--- src/rtl/alu_cmd_seq_pkg.sv ---
// Shared types for the ALU command sequencer: opcode and FSM state enums,
// response entry layout and an opcode legality helper.
package tb_pkg;

  localparam int OP_W   = 3;
  localparam int DATA_W = 8;
  localparam int ID_W   = 4;

  typedef enum logic [OP_W-1:0] {
    ADD = 3'd0,
    SUB = 3'd1,
    MUL = 3'd2,
    DIV = 3'd3,
    MOD = 3'd4
  } opcode_t;

  typedef enum logic [1:0] {
    IDLE    = 2'd0,
    ISSUE   = 2'd1,
    WAIT    = 2'd2,
    CAPTURE = 2'd3
  } state_t;

  // One FIFO entry: 13 bits, {err, id, data}
  typedef struct packed {
    logic              err;
    logic [ID_W-1:0]   id;
    logic [DATA_W-1:0] data;
  } rsp_t;

  // Opcodes above MOD have no ALU meaning and are answered with an error
  function automatic logic op_legal(input logic [OP_W-1:0] op);
    return (op <= MOD);
  endfunction

endpackage

--- src/rtl/alu_cmd_seq_rsp_fifo.sv ---
// Response FIFO for alu_cmd_seq: power-of-two depth, first-word fall-through
// head, simultaneous push/pop keeps the occupancy unchanged.
module alu_rsp_fifo
  import tb_pkg::*;
#(
  parameter int DEPTH = 4
) (
  input  logic clock,
  input  logic reset_n,
  input  logic push,
  input  rsp_t push_data,
  input  logic pop,
  output rsp_t head,
  output logic valid,
  output logic full
);

  localparam int PTR_W = (DEPTH > 1) ? $clog2(DEPTH) : 1;
  localparam int CNT_W = PTR_W + 1;

  rsp_t             mem [DEPTH];
  logic [PTR_W-1:0] wr_ptr_reg;
  logic [PTR_W-1:0] rd_ptr_reg;
  logic [CNT_W-1:0] count_reg;
  logic             do_push;
  logic             do_pop;

  // Guard against overflow/underflow so the pointers can never drift
  always_comb begin
    full    = (count_reg == CNT_W'(DEPTH));
    valid   = (count_reg != '0);
    do_push = push && !full;
    do_pop  = pop && valid;
  end

  // Storage array; contents need no reset since count gates visibility
  always_ff @(posedge clock) begin
    if (do_push) begin
      mem[wr_ptr_reg] <= push_data;
    end
  end

  // Pointers wrap naturally because DEPTH is a power of two
  always_ff @(posedge clock or negedge reset_n) begin
    if (!reset_n) begin
      wr_ptr_reg <= '0;
      rd_ptr_reg <= '0;
      count_reg  <= '0;
    end else begin
      if (do_push) begin
        wr_ptr_reg <= wr_ptr_reg + PTR_W'(1);
      end
      if (do_pop) begin
        rd_ptr_reg <= rd_ptr_reg + PTR_W'(1);
      end
      case ({do_push, do_pop})
        2'b10:   count_reg <= count_reg + CNT_W'(1);
        2'b01:   count_reg <= count_reg - CNT_W'(1);
        default: count_reg <= count_reg;
      endcase
    end
  end

  assign head = mem[rd_ptr_reg];

endmodule

--- src/rtl/alu_cmd_seq.sv ---
// ALU command sequencer: accepts one command at a time, drives an external
// fixed-latency ALU, and queues {err, id, data} responses in order.
// Optional feature macro: ALU_SEQ_DIVZERO_CHECK_EN -- answer DIV/MOD by zero
// locally with data 8'hFF, err=1 and no ALU issue.
module alu_cmd_seq
  import tb_pkg::*;
#(
  parameter int ALU_LAT   = 1,
  parameter int RSP_DEPTH = 4
) (
  input  logic              clock,
  input  logic              reset_n,
  // command channel
  input  logic              cmd_valid,
  output logic              cmd_ready,
  input  logic [DATA_W-1:0] cmd_a,
  input  logic [DATA_W-1:0] cmd_b,
  input  logic [OP_W-1:0]   cmd_op,
  input  logic [ID_W-1:0]   cmd_id,
  // ALU drive side
  output logic              alu_start,
  output logic [DATA_W-1:0] alu_a,
  output logic [DATA_W-1:0] alu_b,
  output logic [OP_W-1:0]   alu_mode,
  input  logic [DATA_W-1:0] alu_c,
  // response channel
  output logic              rsp_valid,
  input  logic              rsp_ready,
  output logic [DATA_W-1:0] rsp_data,
  output logic [ID_W-1:0]   rsp_id,
  output logic              rsp_err,
  // status
  output logic              busy
);

  // WAIT holds ALU_LAT-1 cycles; the counter is loaded in ISSUE with one less
  // because the last WAIT cycle is the one where it reads zero.
  localparam logic [2:0] WAIT_LOAD = (ALU_LAT > 1) ? 3'(ALU_LAT - 2) : 3'd0;

  state_t            state_reg;
  state_t            state_next;
  logic [2:0]        wait_cnt_reg;
  logic [ID_W-1:0]   id_reg;
  logic              bypass_reg;
  logic [DATA_W-1:0] bypass_data_reg;

  logic              accept;
  logic              bypass;
  logic [DATA_W-1:0] bypass_data;
  logic              fifo_full;
  logic              fifo_valid;
  logic              push;
  rsp_t              push_data;
  rsp_t              head;

  // Commands that never reach the ALU: illegal opcodes and, optionally,
  // division by zero. These go straight to CAPTURE with a canned result.
  always_comb begin
    bypass      = 1'b0;
    bypass_data = '0;
    if (!op_legal(cmd_op)) begin
      bypass      = 1'b1;
      bypass_data = 8'h00;
    end
`ifdef ALU_SEQ_DIVZERO_CHECK_EN
    else if ((cmd_op == DIV || cmd_op == MOD) && cmd_b == '0) begin
      bypass      = 1'b1;
      bypass_data = 8'hFF;
    end
`endif
  end

  assign accept = cmd_valid && cmd_ready;

  // State register
  always_ff @(posedge clock or negedge reset_n) begin
    if (!reset_n) begin
      state_reg <= IDLE;
    end else begin
      state_reg <= state_next;
    end
  end

  // Next-state logic
  always_comb begin
    state_next = state_reg;
    case (state_reg)
      IDLE:    if (accept) state_next = bypass ? CAPTURE : ISSUE;
      ISSUE:   state_next = (ALU_LAT == 1) ? CAPTURE : WAIT;
      WAIT:    if (wait_cnt_reg == 3'd0) state_next = CAPTURE;
      CAPTURE: state_next = IDLE;
      default: state_next = IDLE;
    endcase
  end

  // FSM-decoded outputs; cmd_ready also waits for FIFO room so the single
  // in-flight command always has a slot when it reaches CAPTURE.
  always_comb begin
    alu_start = (state_reg == ISSUE);
    busy      = (state_reg != IDLE);
    cmd_ready = (state_reg == IDLE) && !fifo_full;
    push      = (state_reg == CAPTURE);
  end

  // WAIT-state down-counter
  always_ff @(posedge clock or negedge reset_n) begin
    if (!reset_n) begin
      wait_cnt_reg <= 3'd0;
    end else if (state_reg == ISSUE) begin
      wait_cnt_reg <= WAIT_LOAD;
    end else if (state_reg == WAIT && wait_cnt_reg != 3'd0) begin
      wait_cnt_reg <= wait_cnt_reg - 3'd1;
    end
  end

  // Command latch; ALU operands only change on a command that will be issued
  always_ff @(posedge clock or negedge reset_n) begin
    if (!reset_n) begin
      id_reg          <= '0;
      bypass_reg      <= 1'b0;
      bypass_data_reg <= '0;
      alu_a           <= '0;
      alu_b           <= '0;
      alu_mode        <= ADD;
    end else if (accept) begin
      id_reg          <= cmd_id;
      bypass_reg      <= bypass;
      bypass_data_reg <= bypass_data;
      if (!bypass) begin
        alu_a    <= cmd_a;
        alu_b    <= cmd_b;
        alu_mode <= cmd_op;
      end
    end
  end

  // ALU results pass through untouched; bypassed commands carry err=1
  always_comb begin
    push_data.id = id_reg;
    if (bypass_reg) begin
      push_data.err  = 1'b1;
      push_data.data = bypass_data_reg;
    end else begin
      push_data.err  = 1'b0;
      push_data.data = alu_c;
    end
  end

  alu_rsp_fifo #(
    .DEPTH (RSP_DEPTH)
  ) u_rsp_fifo (
    .clock     (clock),
    .reset_n   (reset_n),
    .push      (push),
    .push_data (push_data),
    .pop       (rsp_ready),
    .head      (head),
    .valid     (fifo_valid),
    .full      (fifo_full)
  );

  assign rsp_valid = fifo_valid;
  assign rsp_data  = head.data;
  assign rsp_id    = head.id;
  assign rsp_err   = head.err;

endmodule

--- config.mk ---
export PLATFORM = sky130hd
export DESIGN_NAME = alu_cmd_seq
export DESIGN_NICKNAME = d
export VERILOG_FILES = /design/src/rtl/alu_cmd_seq_pkg.sv /design/src/rtl/alu_cmd_seq_rsp_fifo.sv /design/src/rtl/alu_cmd_seq.sv
export SDC_FILE = /design/constraint.sdc
export NUM_CORES = 1
export LEC_CHECK = 0
export CAP_MARGIN = 40
export CORE_UTILIZATION = 45
export DETAILED_ROUTE_END_ITERATION = 6
export PLACE_DENSITY = 0.72
export RECOVER_POWER = 100
export SLEW_MARGIN = 5
export SYNTH_ARGS = -nofsm -noshare
export SYNTH_HDL_FRONTEND = slang
export SYNTH_SLANG_ARGS = --single-unit
--- constraint.sdc ---
create_clock -name clock -period 1.85 [get_ports clock]
set_input_delay 0.37 -clock clock [delete_from_list [all_inputs] [get_ports clock]]
set_output_delay 0.37 -clock clock [all_outputs]
set_load 0.005 [all_outputs]
# After elaboration in Yosys (flattened, before gate mapping)
# Memory sizes are Yosys's and may differ from the RTL's.
# Cells that the tools add are included.
[totals]
reg_bits = 36
mem_bits_rw = 52
input_bits = 35
out_inout_bits = 36
word_cells = 52
memories = 1
[classes]
addsub = 5
n_lt_le_gt_ge = 1
n_eq_ne = 8
n_mux = 12
reduce_logical = 15
[memory_table]
columns = ["name", "depth", "width", "read_ports", "rd_clocked_by_memory_dff", "write_ports", "line", "text"]
rows = [
  ["u_rsp_fifo.mem", 4, 13, 1, 0, 1, "alu_cmd_seq_rsp_fifo.sv:21", "rsp_t mem [DEPTH];"],
]
[ops]
columns = ["operator", "n"]
rows = [
  ["two-way mux 8 bit", 1],
  ["case mux 2 bit (4 select lines)", 1],
  ["== test 2 bit (second input constant)", 3],
  ["two-way mux 2 bit", 3],
  ["two-way mux 3 bit", 2],
  ["case mux 3 bit (2 select lines)", 1],
  ["nonzero test 2 bit", 3],
  ["nonzero test 3 bit", 2],
  ["subtractor 3 x 1 -> 3 bit (second input constant)", 2],
  ["logical AND 1 bit", 5],
  ["adder 2 x 1 -> 2 bit (second input constant)", 2],
  ["== test 2 x 1 -> 1 bit (second input constant)", 2],
  ["two-way mux 1 bit", 4],
  ["!= test 2 bit (second input constant)", 2],
  ["AND reduction 2 bit", 2],
  ["adder 3 x 1 -> 3 bit (second input constant)", 1],
  ["== test 3 bit (second input constant)", 1],
  ["<= comparator 3 bit (second input constant)", 1],
  ["zero test 3 bit", 1],
  ["zero test 2 bit", 1],
  ["zero test 1 bit", 1],
]

# Logic depth before layout (Yosys ltp)
# Gate-level depths: netlist of run 1.
[depth]
depth_word = 6
depth_mapped = 9
ltp_nobuf = 8

# Hierarchy
# Synthesis of run 1 repeated with hierarchy kept, for this count alone.
[hier_totals]
cells_unflattened = 205
area_unflattened_um2 = 3721.1
[by_module_without_submodules]
columns = ["module", "n_inst", "cells_each", "area_per_inst_um2", "seq_area_each_um2"]
rows = [
  ["alu_rsp_fifo", 1, 105, 2336.0, 1736.7],
  ["alu_cmd_seq", 1, 100, 1385.1, 725.7],
]

# Worst setup path after synthesis of run 1
# OpenSTA, ideal clock, no wires.
[synth_path]
path_kind = "register to register"
startpoint = "register u_rsp_fifo.count_reg[1]"
endpoint = "register u_rsp_fifo.count_reg[2]"
setup_time_ns = 0.079
t_arrival_ns = 1.987
slack_ns = -0.216
path_stages_with_launch = 10
n_path_buf = 1
period_less_slack_ns = 2.066
path_cell_list = "dfrtp_1 > or3b_1 > buf_2 > nand2_1 > ha_1 > inv_1 > fa_1 > xor2_1 > nor2_1 > xor2_1"
[synth_between]
elab_chain_len = 5
word_cells_on_any_way = 11
classes_between = "add/sub (2); eq/ne (3); mux (1); reduce/logical (5)"
[synth_lines]
columns = ["element", "line", "text"]
rows = [
  ["start, declared", "alu_cmd_seq_rsp_fifo.sv:24", "logic [CNT_W-1:0] count_reg;"],
  ["start signal, assigned", "alu_cmd_seq_rsp_fifo.sv:57", "2'b10: count_reg <= count_reg + CNT_W'(1);"],
  ["start signal, assigned", "alu_cmd_seq_rsp_fifo.sv:58", "2'b01: count_reg <= count_reg - CNT_W'(1);"],
  ["start signal, assigned", "alu_cmd_seq_rsp_fifo.sv:59", "default: count_reg <= count_reg;"],
  ["== test 3 bit", "alu_cmd_seq_rsp_fifo.sv:30", "full = (count_reg == CNT_W'(DEPTH));"],
  ["zero test 1 bit", "alu_cmd_seq_rsp_fifo.sv:32", "do_push = push && !full;"],
  ["logical AND 1 bit", "alu_cmd_seq_rsp_fifo.sv:32", ""],
  ["== test 2 x 1 -> 1 bit / == test 2 bit (equally long branches)", "alu_cmd_seq_rsp_fifo.sv:56", "case ({do_push, do_pop})"],
  ["case mux 3 bit (2 select lines) / nonzero test 2 bit (equally long branches)", "n/a", ""],
]
# Several ways; a longest one is shown, not always the timed one.
# A chain may end at the register's enable or synchronous reset.

# Worst setup path after layout of run 1
# Ends and elaborated chain as after synthesis.

==> results of run 1 <==
==> Yosys cell counts (all sizes together) <==
cell type and count:
nand3 1, nand2 3, a21oi 2, o31a 1, or3b 1, mux2i 3, xnor2 3, xor2 3
edfxtp 52, a221oi 1, a21boi 1, buf 4, ha 13, o21a 1, nor4bb 1, and4bb 1
and3 5, or3 2, mux4 13, inv 13, clkbuf 3, dfrtp 36, nor2 3, nor4b 1
fa 1, nor2b 9, and2 1, o21ai 3, mux2 24, a2bb2oi 1, nand2b 1
==> layer usage <==
metal | wire [um] | up-vias | share of wire (%) | GRT usage (%)
met3 | 485 | 7 | 6.9 | 6.40
met4 | 46 | 0 | 0.65 | 3.08
li1 | - | 979 | - | -
met1 | 2820 | 1042 | 40 | 20.5
met2 | 3670 | 67 | 52 | 30.7
met5 | 0 | - | 0 | 0
==> cells by family (layout without fill, tap and decap cells) <==
family	count (synthesis)	after routing	synth area share (%)
flops	88	88	66.6
mux	40	40	16.9
simple gates	29	29	5.51
buf+inv	20	130	2.77
fa+ha+maj	14	14	4.94
compound gates	10	10	1.83
xor+xnor	6	6	1.42
==> how the worst min path moves through the flow <==
stage	startpoint	cells after the start	slack [ns]	endpoint
after floorplan	reset_n	0	0.07	alu_a[0]
after CTS	reset_n	2	0.06	wait_cnt_reg[0]
after global placement	reset_n	2	0.44	wait_cnt_reg[0]
after detailed placement	reset_n	2	0.44	alu_b[4]
after global routing	reset_n	2	0.30	wait_cnt_reg[2]
final	reset_n	2	0.22	wait_cnt_reg[2]
==> layout by cell type (no fill, tap or decap), types with 10 or more instances in the layout <==
| cell type | count |
|---|---|
| edfxtp_1 | 52 |
| dfrtp_1 | 35 |
| clkdlybuf4s50_1 | 34 |
| mux2_4 | 18 |
| dlygate4sd3_1 | 18 |
| buf_4 | 18 |
| buf_2 | 15 |
| mux4_2 | 13 |
| inv_1 | 11 |
| ha_1 | 10 |
==> final cells by class <==
| class | count | area [um^2] |
|---|---|---|
| Clock inverter | 6 | 115 |
| Tap cell | 102 | 128 |
| Multi-Input combinational cell | 99 | 1230 |
| Clock buffer | 10 | 128 |
| Inverter | 13 | 48.8 |
| Fill cell | 576 | 2840 |
| Sequential cell | 88 | 2460 |
| Timing Repair Buffer | 101 | 901 |
==> critical path: cells and delay by family, from the launching register on <==
family | cells | cell delay [ns]
AND/OR/NAND/NOR | 3 | 0.59
adder cells (fa/ha/maj) | 2 | 0.45
flip-flops | 1 | 0.39
XOR/XNOR | 2 | 0.29
buffers and inverters | 2 | 0.16
==> where the power goes <==
part | switching, W | total [W] | internal (W) | leakage, nW
combinational | 0.00129 | 0.00324 | 0.00195 | 0.995
sequential | 0.000361 | 0.00322 | 0.00286 | 0.913
clock | 0.000671 | 0.00158 | 0.000907 | 0.117
total | 0.00232 | 0.00804 | 0.00572 | 2.03
==> what timing repair did <==
action                                  CTS  global route
pin swaps                                 6             0
gates cloned                              1             1
endpoints found under the setup margin   19            40
resized for setup                        80            18
buffers inserted                          9             2
==> stage by stage <==
stage	std cells	TNS, ns
after floorplan	207	-0.105
after global placement	392	-3.04
after detailed placement	392	-3.67
after CTS	418	-2.15
after global routing	419	-3.19
final	419	-1.45
==> results_dict.tcl, run 1 <==
set metrics [dict create \
    wl_um 7020 \
    clkSinkCount 88 \
    fmax_mhz 513 \
    start_util_pct 47.1 \
    startpoint_type "flop" \
    hold_class "in2async" \
    syn-num-nets 256 \
    root_buffer "clkbuf_8" \
    synth.top_cells.by_area "edfxtp_1 (42%), dfrtp_1 (24%), mux4_2 (7.9%)" \
    largestRegisters "u_rsp_fifo.mem (52), alu_a (8), alu_b (8)" \
    clock_latency_ns 0.35 \
    yosys_warnings 0 \
    cp_data_arrival_time_ns 2.23 \
    synth_seq_cells 88 \
    cts_max_level 3 \
    crit_fanout 2 \
    io_pins 71 \
    synth_largest_area_cell "edfxtp_1" \
    timing.rr.end "u_rsp_fifo.count_reg[2]" \
    path_class "reg2reg" \
    relSlewSlack_pct 39.3 \
    design.core.area_um2 7850 \
    power_leakage_nw 2.03 \
    total_power_w 0.00804 \
    cpMaxStageDelayCell "or3b_4" \
    fp-row-count 32 \
    dp_hpwl_um 4560 \
    ant_nets 0 \
    setup_slack_ns -0.100 \
    maxCapViolations 0 \
    synth_cells 207 \
    rsz0062_at_grt "true" \
    cts_buffer_depth 2 \
    p_per_area_nw_per_um2 1600 \
    syn_to_final_growth_pct 35.5 \
    startpoint "u_rsp_fifo.count_reg[1]" \
    worst_r2r_path_depth 9 \
    synth.cell_area_um2 3700 \
    holdWs_ns 0.217 \
    clk_pin_slew_ns 0.09 \
    grt_use_total_pct 17.4 \
    die_area_um2 8590 \
    hold_buffers 0 \
    pre_cts_slack_ns -0.177 \
    die_h_um 92.7 \
    place_congestion 0.687 \
    viasPerCell 5.00 \
    r2r-start "u_rsp_fifo.count_reg[1]" \
    via_count 2095 \
    crit_top_cell "xor2_1" \
    endpoint_kind "flop" \
    largest_reg_flops 52 \
    worstPathRequired_ns 2.13 \
    setup_violations 30 \
    grt_overflow 0 \
    place_area_um2 4670 \
    final_util_pct 63.9 \
    drt_iter0_drc 49 \
    synthDistinctLibCells 36 \
    grt_max_degree 37 \
    drive_gt1_share_pct 36.9 \
    avgSynthCellArea_um2 17.9 \
    finalHoldViolations 0 \
    die_x_um 92.7 \
    grt_pass1_wl_um 11100 \
    crit_chain "or3b_4, buf_6, nand2_4, ha_4, inv_2, fa_2, xor2_1, nor2_1, xor2_1" \
    yosysSeqAreaShare_pct 66.6 \
    finalMaxSlewViolations 0 \
    grt_pass1_vias 2240 \
    wire_per_inst_um 16.8 \
    min_period_ns 1.95 \
    violations "negative setup slack" \
    fin_crit_sh_pct 105 \
    peakVddDrop_mv 0.949 \
    n_antenna_cell 0 \
    fin_skew_ns 0.00402 \
    status "complete, but fails checks" \
    cts_tree "yes" \
    cts_made_buffers 9 \
    max_stage_delay_ns 0.41 \
    top_register "u_rsp_fifo.mem" \
    worst_pin_slew_ns 0.911 \
    final_nets 361 \
    dr.pass1.iters 4 \
    r2r_setup_slack_ns -0.10 \
    io_buffers 70 \
    drc 0 \
    netlist.area_leader.share_pct 42.2 \
    final_area_um2 5010 \
    antenna_found_initial 0 \
    critical_path.endpoint "u_rsp_fifo.count_reg[2]" \
]
Note: power is estimated with default switching activity, not from simulation.
==> inputs of run 2 (changes only) <==
--- a/config.mk
+++ b/config.mk
@@ -6,7 +6,9 @@
 export NUM_CORES = 1
 export LEC_CHECK = 0
 export CAP_MARGIN = 40
+export CORE_MARGIN = 8
 export CORE_UTILIZATION = 45
+export CTS_CLUSTER_SIZE = 10
 export DETAILED_ROUTE_END_ITERATION = 6
 export PLACE_DENSITY = 0.72
 export RECOVER_POWER = 100
==> run 2 against run 1 <==
Net effect: the run still ends with negative setup slack left; sequential share of layout area grew 1.1 points; count of clock-buffer cells in the layout down 1; cell count fell by 0.24%; register-to-register slack better by 0.06 ns; final area decreased by 2.1%; hold slack better by 0.29 ns; core utilization fell by 3.3 points; sequential power about the same; via count is 3.2% lower; power decreased by 3.7%; clock skew rose by 0.0047 ns; critical path type is now reg2out; largest power group is now registers.
==> results_dict.tcl, run 2 (synthesis results as in run 1) <==
set metrics [dict create \
    drt_iter0_drc 53 \
    die_x_um 107 \
    peakVddDrop_mv 0.648 \
    clkPwrFrac_pct 18.6 \
    top_register "u_rsp_fifo.mem" \
    relSlewSlack_pct 32.9 \
    largest_reg_flops 52 \
    place_congestion 0.685 \
    wire_per_inst_um 17.2 \
    cts_made_buffers 9 \
    setup_slack_ns -0.122 \
    fmax_mhz 507 \
    fin_skew_ns 0.00874 \
    drc 0 \
    clkSinkCount 88 \
    final_util_pct 60.6 \
    design.core.area_um2 8090 \
    grt_max_degree 20 \
    crit_fanout 6 \
    grt_overflow 0 \
    status "complete, but fails checks" \
    ant_nets 0 \
    power_leakage_nw 1.95 \
    rsz0062_at_grt "true" \
    start_util_pct 45.7 \
    maxCapViolations 0 \
    antenna_found_initial 0 \
    drive_gt1_share_pct 34.5 \
    p_int_w 0.00545 \
    grt_pass1_vias 2323 \
    power.switching_w 0.00229 \
    cts_buffer_depth 2 \
    regArea_um2 2460 \
    setup_violations 14 \
    io_buffers 70 \
    worstPathRequired_ns 1.48 \
    p_seq_share_pct 41.6 \
    path_class "reg2out" \
    cp_data_arrival_time_ns 1.60 \
    worst_pin_slew_ns 1.01 \
    layout_commonest_cell "edfxtp_1" \
    die_area_um2 11400 \
    cts_tree "yes" \
    dr.pass1.iters 4 \
    startpoint_type "flop" \
    n_fill_cell 650 \
    finalMaxSlewViolations 0 \
    finalHoldViolations 0 \
    final_cell_mix "edfxtp_1 (52), dfrtp_1 (35), clkdlybuf4s50_1 (33), dlygate4sd3_1 (20), mux2_2 (15)" \
    clk_pin_slew_ns 0.09 \
    cts_max_level 3 \
    largestRegisters "u_rsp_fifo.mem (52), alu_a (8), alu_b (8)" \
    dp_cells 395 \
    hold_class "reg2reg" \
    endpoint_kind "primary output" \
    p_per_area_nw_per_um2 1580 \
    dp_hpwl_um 5010 \
    root_buffer "clkbuf_8" \
    fin_cells 418 \
    die_h_um 107 \
    n_antenna_cell 0 \
    viasPerCell 4.85 \
    grt_use_total_pct 13.2 \
    via_count 2027 \
    netSwitchingFraction_pct 29.6 \
    io_pins 71 \
    violations "negative setup slack" \
    fp-row-count 33 \
    power_frac_comb_pct 39.8 \
    min_period_ns 1.97 \
    multi_input_area_um2 1190 \
    clock_latency_ns 0.35 \
    grt_pass1_wl_um 11800 \
    fin_crit_sh_pct 107 \
    wl_um 7200 \
    syn_to_final_growth_pct 32.6 \
    final_nets 357 \
]
run 2: cell types whose count changed in the layout (fill, tap and decap cells not counted), moves of 2 or more:
cell,previous run,this run
mux2_2,6,15
buf_6,8,6
dlygate4sd3_1,18,20
buf_4,18,12
buf_8,2,0
clkbuf_1,3,5
mux2_4,18,9
run 2: stage by stage:
step           worst slack, ns  power, W  area, um^2  setup TNS (ns)  hold WS [ns]
2_1_floorplan           -0.105   0.00482        3730          -0.105        0.0744
3_3_place_gp            -0.129   0.00639        4680           -2.79         0.333
3_5_place_dp            -0.168   0.00648        4680           -3.30         0.343
4_1_cts                 -0.147   0.00795        4940           -1.85         0.496
5_1_grt                 -0.184   0.00825        4900           -4.36         0.525
6_report                -0.122   0.00774        4900          -0.974         0.512
run 2: area by class of cell:
class                      instances  area share (%)
sequential                        88            50.2
multi-input combinational         99            24.3
timing repair buffer              97            17.4
tap                              105            2.68
clock buffer                       9            2.53
clock inverter                     7            1.91
inverter                          13           0.995
run 2: path summary, 6_finish.rpt:
path | start | endpoint | slack (ns) | depth (start not counted)
max in group asynchronous | reset_n | alu_mode[2] | 0.16 | 3
worst max-delay path | u_rsp_fifo.rd_ptr_reg[0] | rsp_id[3] | -0.12 | 4
worst max register to register | u_rsp_fifo.count_reg[1] | u_rsp_fifo.count_reg[2] | -0.04 | 8
min in group asynchronous | reset_n | wait_cnt_reg[1] | 0.70 | 2
worst min register to register | alu_a[3] | alu_a[3] | 0.51 | 1
worst min-delay path | alu_a[3] | alu_a[3] | 0.51 | 1
run 2: critical path: stages, from the launching register on:
cell and delay [ns]:
dfrtp_2 0.38, buf_6 0.11, buf_12 0.12, mux4_2 0.50
buf_2 0.15
run 2: power by group through the flow:
stage	clock, W	sequential (W)	combinational (W)
final	0.00144	0.00322	0.00308
after global routing	0.00156	0.00330	0.00339
after CTS	0.00147	0.00324	0.00324
after floorplan	0	0.00319	0.00163
after global placement	0	0.00323	0.00316
after detailed placement	0	0.00327	0.00321
run 2: metal layers:
layer / GRT usage, % / part of all wire (%) / vias to the layer above
met5: 0 / 0 / -
met4: 5.13 / 0.88 / 0
met3: 5.04 / 7.5 / 8
met2: 22.1 / 50 / 55
met1: 14.9 / 41 / 999
li1: - / - / 965
run 2: repair_timing:
action / in CTS / in global routing
endpoints found under the hold margin: 17 / 0
cloned: 1 / 0
buffers inserted: 6 / 1
pin swaps: 0 / 7
resized for setup: 74 / 9
hold buffers: 1 / 0
endpoints found under the setup margin: 20 / 17
